<file path="config.mk">
export PLATFORM = sky130hd
export DESIGN_NAME = aes_round_ctrl_flat
export DESIGN_NICKNAME = d
export VERILOG_FILES = /design/src/rtl/aes_round_ctrl_if.sv /design/src/rtl/aes_round_ctrl.sv /design/src/flat_wrapper.sv
export SDC_FILE = /design/constraint.sdc
export NUM_CORES = 1
export LEC_CHECK = 0
export CAP_MARGIN = 10
export CORE_AREA = 4 4 254 256
export CTS_CLUSTER_SIZE = 25
export DETAILED_ROUTE_END_ITERATION = 10
export DIE_AREA = 0 0 258 260
export SYNTH_ARGS = -nofsm -noshare
export SYNTH_HDL_FRONTEND = slang
export SYNTH_SLANG_ARGS = --single-unit
export TNS_END_PERCENT = 30
</file>
<file path="constraint.sdc">
create_clock -name clk -period 1.65 [get_ports clk]
set_clock_uncertainty 0.05 [all_clocks]
set_input_delay 0.33 -clock clk [delete_from_list [all_inputs] [get_ports clk]]
set_output_delay 0.33 -clock clk [all_outputs]
set_load 0.02 [all_outputs]
</file>
<file path="src/rtl/aes_round_ctrl_if.sv">
// Signal bundle tying the AES round sequencer to the block stream, the key schedule
// and the shared combinational round datapath.
interface aes_round_ctrl_if #(parameter int W = 128);
   logic         in_valid;
   logic         in_ready;
   logic [W-1:0] pt;
   logic         out_valid;
   logic         out_ready;
   logic [W-1:0] ct;
   logic         key_req;
   logic [3:0]   key_idx;
   logic         key_ack;
   logic [W-1:0] key_in;
   logic [W-1:0] rnd_state;
   logic         rnd_last;
   logic [W-1:0] rnd_res;
   logic         busy;

   modport slave (
      input  in_valid, pt, out_ready, key_ack, key_in, rnd_res,
      output in_ready, out_valid, ct, key_req, key_idx, rnd_state, rnd_last, busy
   );

   modport master (
      output in_valid, pt, out_ready, key_ack, key_in, rnd_res,
      input  in_ready, out_valid, ct, key_req, key_idx, rnd_state, rnd_last, busy
   );
endinterface

</file>
<file path="src/rtl/aes_round_ctrl.sv">
// Iterative AES-128 encryption sequencer: owns the state register, applies AddRoundKey and
// steps an external round datapath once per fetched round key.
module aes_round_ctrl #(
   parameter int NR = 10,
   parameter int W  = 128
) (
   input logic            clk,
   input logic            rst_n,
   aes_round_ctrl_if.slave bus
);

   typedef enum logic [1:0] {
      IDLE     = 2'd0,
      KEY_WAIT = 2'd1,
      DONE     = 2'd2
   } state_t;

   localparam logic [3:0] LastIdx = 4'(NR);

   state_t       r_fsm;
   state_t       w_fsmNext;
   logic [W-1:0] r_state;
   logic [3:0]   r_rndCnt;

   logic         w_loadPt;
   logic         w_loadKey;
   logic         w_cntInc;
   logic [W-1:0] w_keyBase;

   always_ff @(posedge clk) begin
      if (!rst_n) begin
         r_fsm <= IDLE;
      end else begin
         r_fsm <= w_fsmNext;
      end
   end

   // Round counter only advances below the last index, so it can never pass NR.
   always_comb begin
      w_fsmNext = r_fsm;
      w_loadPt  = 1'b0;
      w_loadKey = 1'b0;
      w_cntInc  = 1'b0;
      unique case (r_fsm)
         IDLE: begin
            if (bus.in_valid) begin
               w_loadPt  = 1'b1;
               w_fsmNext = KEY_WAIT;
            end
         end
         KEY_WAIT: begin
            if (bus.key_ack) begin
               w_loadKey = 1'b1;
               if (r_rndCnt == LastIdx) begin
                  w_fsmNext = DONE;
               end else begin
                  w_cntInc = 1'b1;
               end
            end
         end
         DONE: begin
            if (bus.out_ready) begin
               w_fsmNext = IDLE;
            end
         end
         default: begin
            w_fsmNext = IDLE;
         end
      endcase
   end

   assign w_keyBase = (r_rndCnt == 4'd0) ? r_state : bus.rnd_res;

   always_ff @(posedge clk) begin
      if (!rst_n) begin
         r_state  <= '0;
         r_rndCnt <= '0;
      end else begin
         if (w_loadPt) begin
            r_state <= bus.pt;
         end else if (w_loadKey) begin
            r_state <= w_keyBase ^ bus.key_in;
         end
         if (w_loadPt) begin
            r_rndCnt <= '0;
         end else if (w_cntInc) begin
            r_rndCnt <= r_rndCnt + 4'd1;
         end
      end
   end

   // Every output is a decode of the registered FSM state and counters.
   assign bus.in_ready  = (r_fsm == IDLE);
   assign bus.busy      = (r_fsm != IDLE);
   assign bus.key_req   = (r_fsm == KEY_WAIT);
   assign bus.key_idx   = (r_fsm == KEY_WAIT) ? r_rndCnt : 4'd0;
   assign bus.rnd_last  = (r_fsm == KEY_WAIT) && (r_rndCnt == LastIdx);
   assign bus.out_valid = (r_fsm == DONE);
   assign bus.ct        = (r_fsm == DONE) ? r_state : '0;
   assign bus.rnd_state = r_state;

endmodule

</file>
<file path="src/flat_wrapper.sv">
// flat-port wrapper written by rule: the top's interface ports become plain ports
module aes_round_ctrl_flat 
#(
   parameter int NR = 10,
   parameter int W  = 128
)
  (clk, rst_n, bus_in_valid, bus_pt, bus_out_ready, bus_key_ack, bus_key_in, bus_rnd_res, bus_in_ready, bus_out_valid, bus_ct, bus_key_req, bus_key_idx, bus_rnd_state, bus_rnd_last, bus_busy);
  aes_round_ctrl_if #(.W(W)) bus_i ();
  input logic clk;
  input logic rst_n;
  input wire logic [$bits(bus_i.in_valid)-1:0] bus_in_valid;
  input wire logic [$bits(bus_i.pt)-1:0] bus_pt;
  input wire logic [$bits(bus_i.out_ready)-1:0] bus_out_ready;
  input wire logic [$bits(bus_i.key_ack)-1:0] bus_key_ack;
  input wire logic [$bits(bus_i.key_in)-1:0] bus_key_in;
  input wire logic [$bits(bus_i.rnd_res)-1:0] bus_rnd_res;
  output wire logic [$bits(bus_i.in_ready)-1:0] bus_in_ready;
  output wire logic [$bits(bus_i.out_valid)-1:0] bus_out_valid;
  output wire logic [$bits(bus_i.ct)-1:0] bus_ct;
  output wire logic [$bits(bus_i.key_req)-1:0] bus_key_req;
  output wire logic [$bits(bus_i.key_idx)-1:0] bus_key_idx;
  output wire logic [$bits(bus_i.rnd_state)-1:0] bus_rnd_state;
  output wire logic [$bits(bus_i.rnd_last)-1:0] bus_rnd_last;
  output wire logic [$bits(bus_i.busy)-1:0] bus_busy;
  assign bus_i.in_valid = bus_in_valid;
  assign bus_i.pt = bus_pt;
  assign bus_i.out_ready = bus_out_ready;
  assign bus_i.key_ack = bus_key_ack;
  assign bus_i.key_in = bus_key_in;
  assign bus_i.rnd_res = bus_rnd_res;
  assign bus_in_ready = bus_i.in_ready;
  assign bus_out_valid = bus_i.out_valid;
  assign bus_ct = bus_i.ct;
  assign bus_key_req = bus_i.key_req;
  assign bus_key_idx = bus_i.key_idx;
  assign bus_rnd_state = bus_i.rnd_state;
  assign bus_rnd_last = bus_i.rnd_last;
  assign bus_busy = bus_i.busy;
  aes_round_ctrl #(.NR(NR), .W(W)) u_core (.clk(clk), .rst_n(rst_n), .bus(bus_i));
endmodule
</file>
==> metrics.cfg <==
[pwr]
finalPower_mw=12.7
pwr-share-comb=0.366
cellPowerDensity_nw_per_um2=612
p_leak_nw=10.9
internal_power_mw=8.48
swShare=0.330
pwr-share-clk=0.324
peakVddDrop_mv=0.699
seqPwrFrac=0.310
power.switching_mw=4.18

[worst_setup_path]
worst-path-buf-inv=4
crit_path_cell_trace=nor2b_4 -> buf_12 -> buf_16 -> buf_4 -> and2_1 -> buf_6
critical_path.top_delay_family=buffers and inverters
crit_cells=6
cp.required_ps=1270
start_kind=register
worstPathMaxFanout=6
setup.worst_path.end_class=primary output
reg2reg_depth=8
critPathKind=register to primary output
slowest_delay_ps=350
cp.arrival_ps=1800
critPathSlowestCell=dfxtp_4

[route]
drt_iter0_drc=629
drt-pass1-iter-count=5
remaining_drc_errors=0
vias_per_cell=4.39
vias=12700
wirelength_um=56500
ant_nets=0
wl_per_cell_um=19.6

[floorplan]
start_util=0.171
core-area_um2=62500
die_w_um=258
rows=92
num_io_pins=654
dieHeight_um=260
dieArea_um2=67100

[layout]
layout_common_cells=387 x clkdlybuf4s50_1, 228 x xor2_1, 195 x a21oi_1
syn_to_final_growth_pct=93.8
final-instance-count-excl-fill=2891
layout_commonest_cell=clkdlybuf4s50_1
drive_gt1_frac=0.209
fin_util=0.331
fill_cells=6468
nNetsFinal=2423
fin_area_um2=20700

[logic_synthesis]
synth.area.top_cells=dfxtp_1 25%, xor2_1 19%, mux2i_1 12%, a21oi_1 9.3%, a211o_1 8.0%
synthCells=1319
synth.top_cell.area_share=0.251
yosys.area.top_type=dfxtp_1
ys_seq_elements=134
ys_warn_count=0
syn_area_um2=10700
avgSynthCellArea_um2=8.09
synth_cell_types=31
synth_nets=1711
ys_seq_area_frac=0.251

[timing]
setup_viol=265
final_max_slew_viol_count=0
slew_headroom=0.492
fmax_mhz=459
whs_ps=253
finalCritPeriodShare=1.32
tns_ps=-89550
setup_ws_ps=-529
worst_slew_pin_slew_ps=762
finalCriticalPeriod_ps=2180
final_hold_viol_count=0
rsz0062_at_grt=yes

[clock_network]
cts.hold.buffers_added=0
tritoncts=done
numCtsBuffers=17
cts_buffer_depth=2
clock_latency_ps=470
cts_root_buf=clkbuf_16
clkTransAtPathRegs_ps=70
cts_sinks=134
htreeDepth=4

[status]
status=finished with violations
violations=setup timing

[global_route]
grt_pass1_vias=13000
track_usage=0.152
antenna_found_initial=2
grt.overflow.total=0
grt_max_degree=58
grt_pass1_wl_um=78800

[placement]
port_buffers=653
place.gp.congestion=0.869
place_hpwl_um=40500
dp_cells=2826
dpl_cell_area_um2=19000
dp_slack_ps=-357

[flow_run]
maxCapViolCount=0

[min_path]
min-delay-path-class=input pin to register
whs_path_depth=5

area by class of cell:
type / instances / area [um2] / area share
Sequential cell: 134 / 2690 / 0.130
Clock buffer: 20 / 447 / 0.0216
Clock inverter: 12 / 154 / 0.00744
Inverter: 6 / 27.5 / 0.00133
Multi-Input combinational cell: 1063 / 7600 / 0.367
Tap cell: 846 / 1060 / 0.0512
Timing Repair Buffer: 809 / 8700 / 0.421
Antenna cell: 1 / 2.50 / 0.000121
flip-flops by register name, summed over array words and instances, names as in the netlist:
signal and flops:
u_core.bus.rnd_state 128, u_core.r_rndCnt 4, u_core.r_fsm 2
cells by family (layout without fill, tap and decap cells):
family	after synthesis	count (layout)	synth area share
AO/OA/AOI/OAI	387	387	0.227
XOR/XNOR	229	229	0.188
adder cells (fa/ha/maj)	3	3	0.00352
buffers and inverters	122	847	0.0629
flip-flops	134	134	0.251
multiplexers	130	130	0.122
other	0	1	0
AND/OR/NAND/NOR	314	314	0.145
final timing paths:
check	startpoint	endpoint	slack (ps)
worst max register to register	u_core.r_rndCnt[0]	u_core.bus.rnd_state[22]	-330
worst max-delay path	u_core.r_fsm[1]	bus_ct[68]	-530
worst min-delay path	bus_in_valid	u_core.bus.rnd_state[98]	250
worst min register to register	u_core.bus.rnd_state[53]	u_core.bus.rnd_state[53]	450
power by group through the flow:
stage / sequential, mW / combinational (mW) / clock, mW
after floorplan: 4.24 / 1.81 / 0
after detailed placement: 3.99 / 4.64 / 0
final: 3.92 / 4.63 / 4.11
after global placement: 3.98 / 4.57 / 0
after CTS: 3.93 / 4.66 / 4.28
after global routing: 3.97 / 4.98 / 4.38
metal layers:
| layer | part of all wire | track usage | vias up |
|---|---|---|---|
| li1 | - | - | 6009 |
| met1 | 0.38 | 0.170 | 6018 |
| met2 | 0.50 | 0.274 | 571 |
| met3 | 0.083 | 0.0477 | 86 |
| met4 | 0.033 | 0.0496 | 0 |
| met5 | 0 | 0 | - |
worst reg2reg max path: cells and delay by family, from the launching register on:
family          cells  cell delay (ps)
flops               1              340
compound gates      2              220
simple gates        1              270
fa+ha+maj           1              120
buf+inv             3              610
mux                 1              250
what timing repair did:
| item | 4_1_cts | 5_1_grt |
|---|---|---|
| endpoints found under the setup margin | 389 | 389 |
| buffers inserted | 10 | 9 |
| gates cloned | 5 | 9 |
| pin swaps | 1 | 15 |
| endpoints found under the hold margin | 0 | 0 |
| resized for setup | 578 | 384 |
synth_stat cells (all sizes together):
master / instances
xnor2: 1
nor2b: 2
mux2i: 130
clkbuf: 85
nand2b: 1
buf: 31
nor2: 11
o21a: 1
dfxtp: 134
o21ai: 58
nand3b: 1
nor3b: 1
nand4: 2
and2: 132
nor3: 1
ha: 3
nand4b: 1
inv: 6
and3: 1
a211o: 98
o41ai: 1
a21oi: 199
nand2: 160
a32oi: 30
xor2: 228
or2: 1
(Power assumes the default switching activity.)
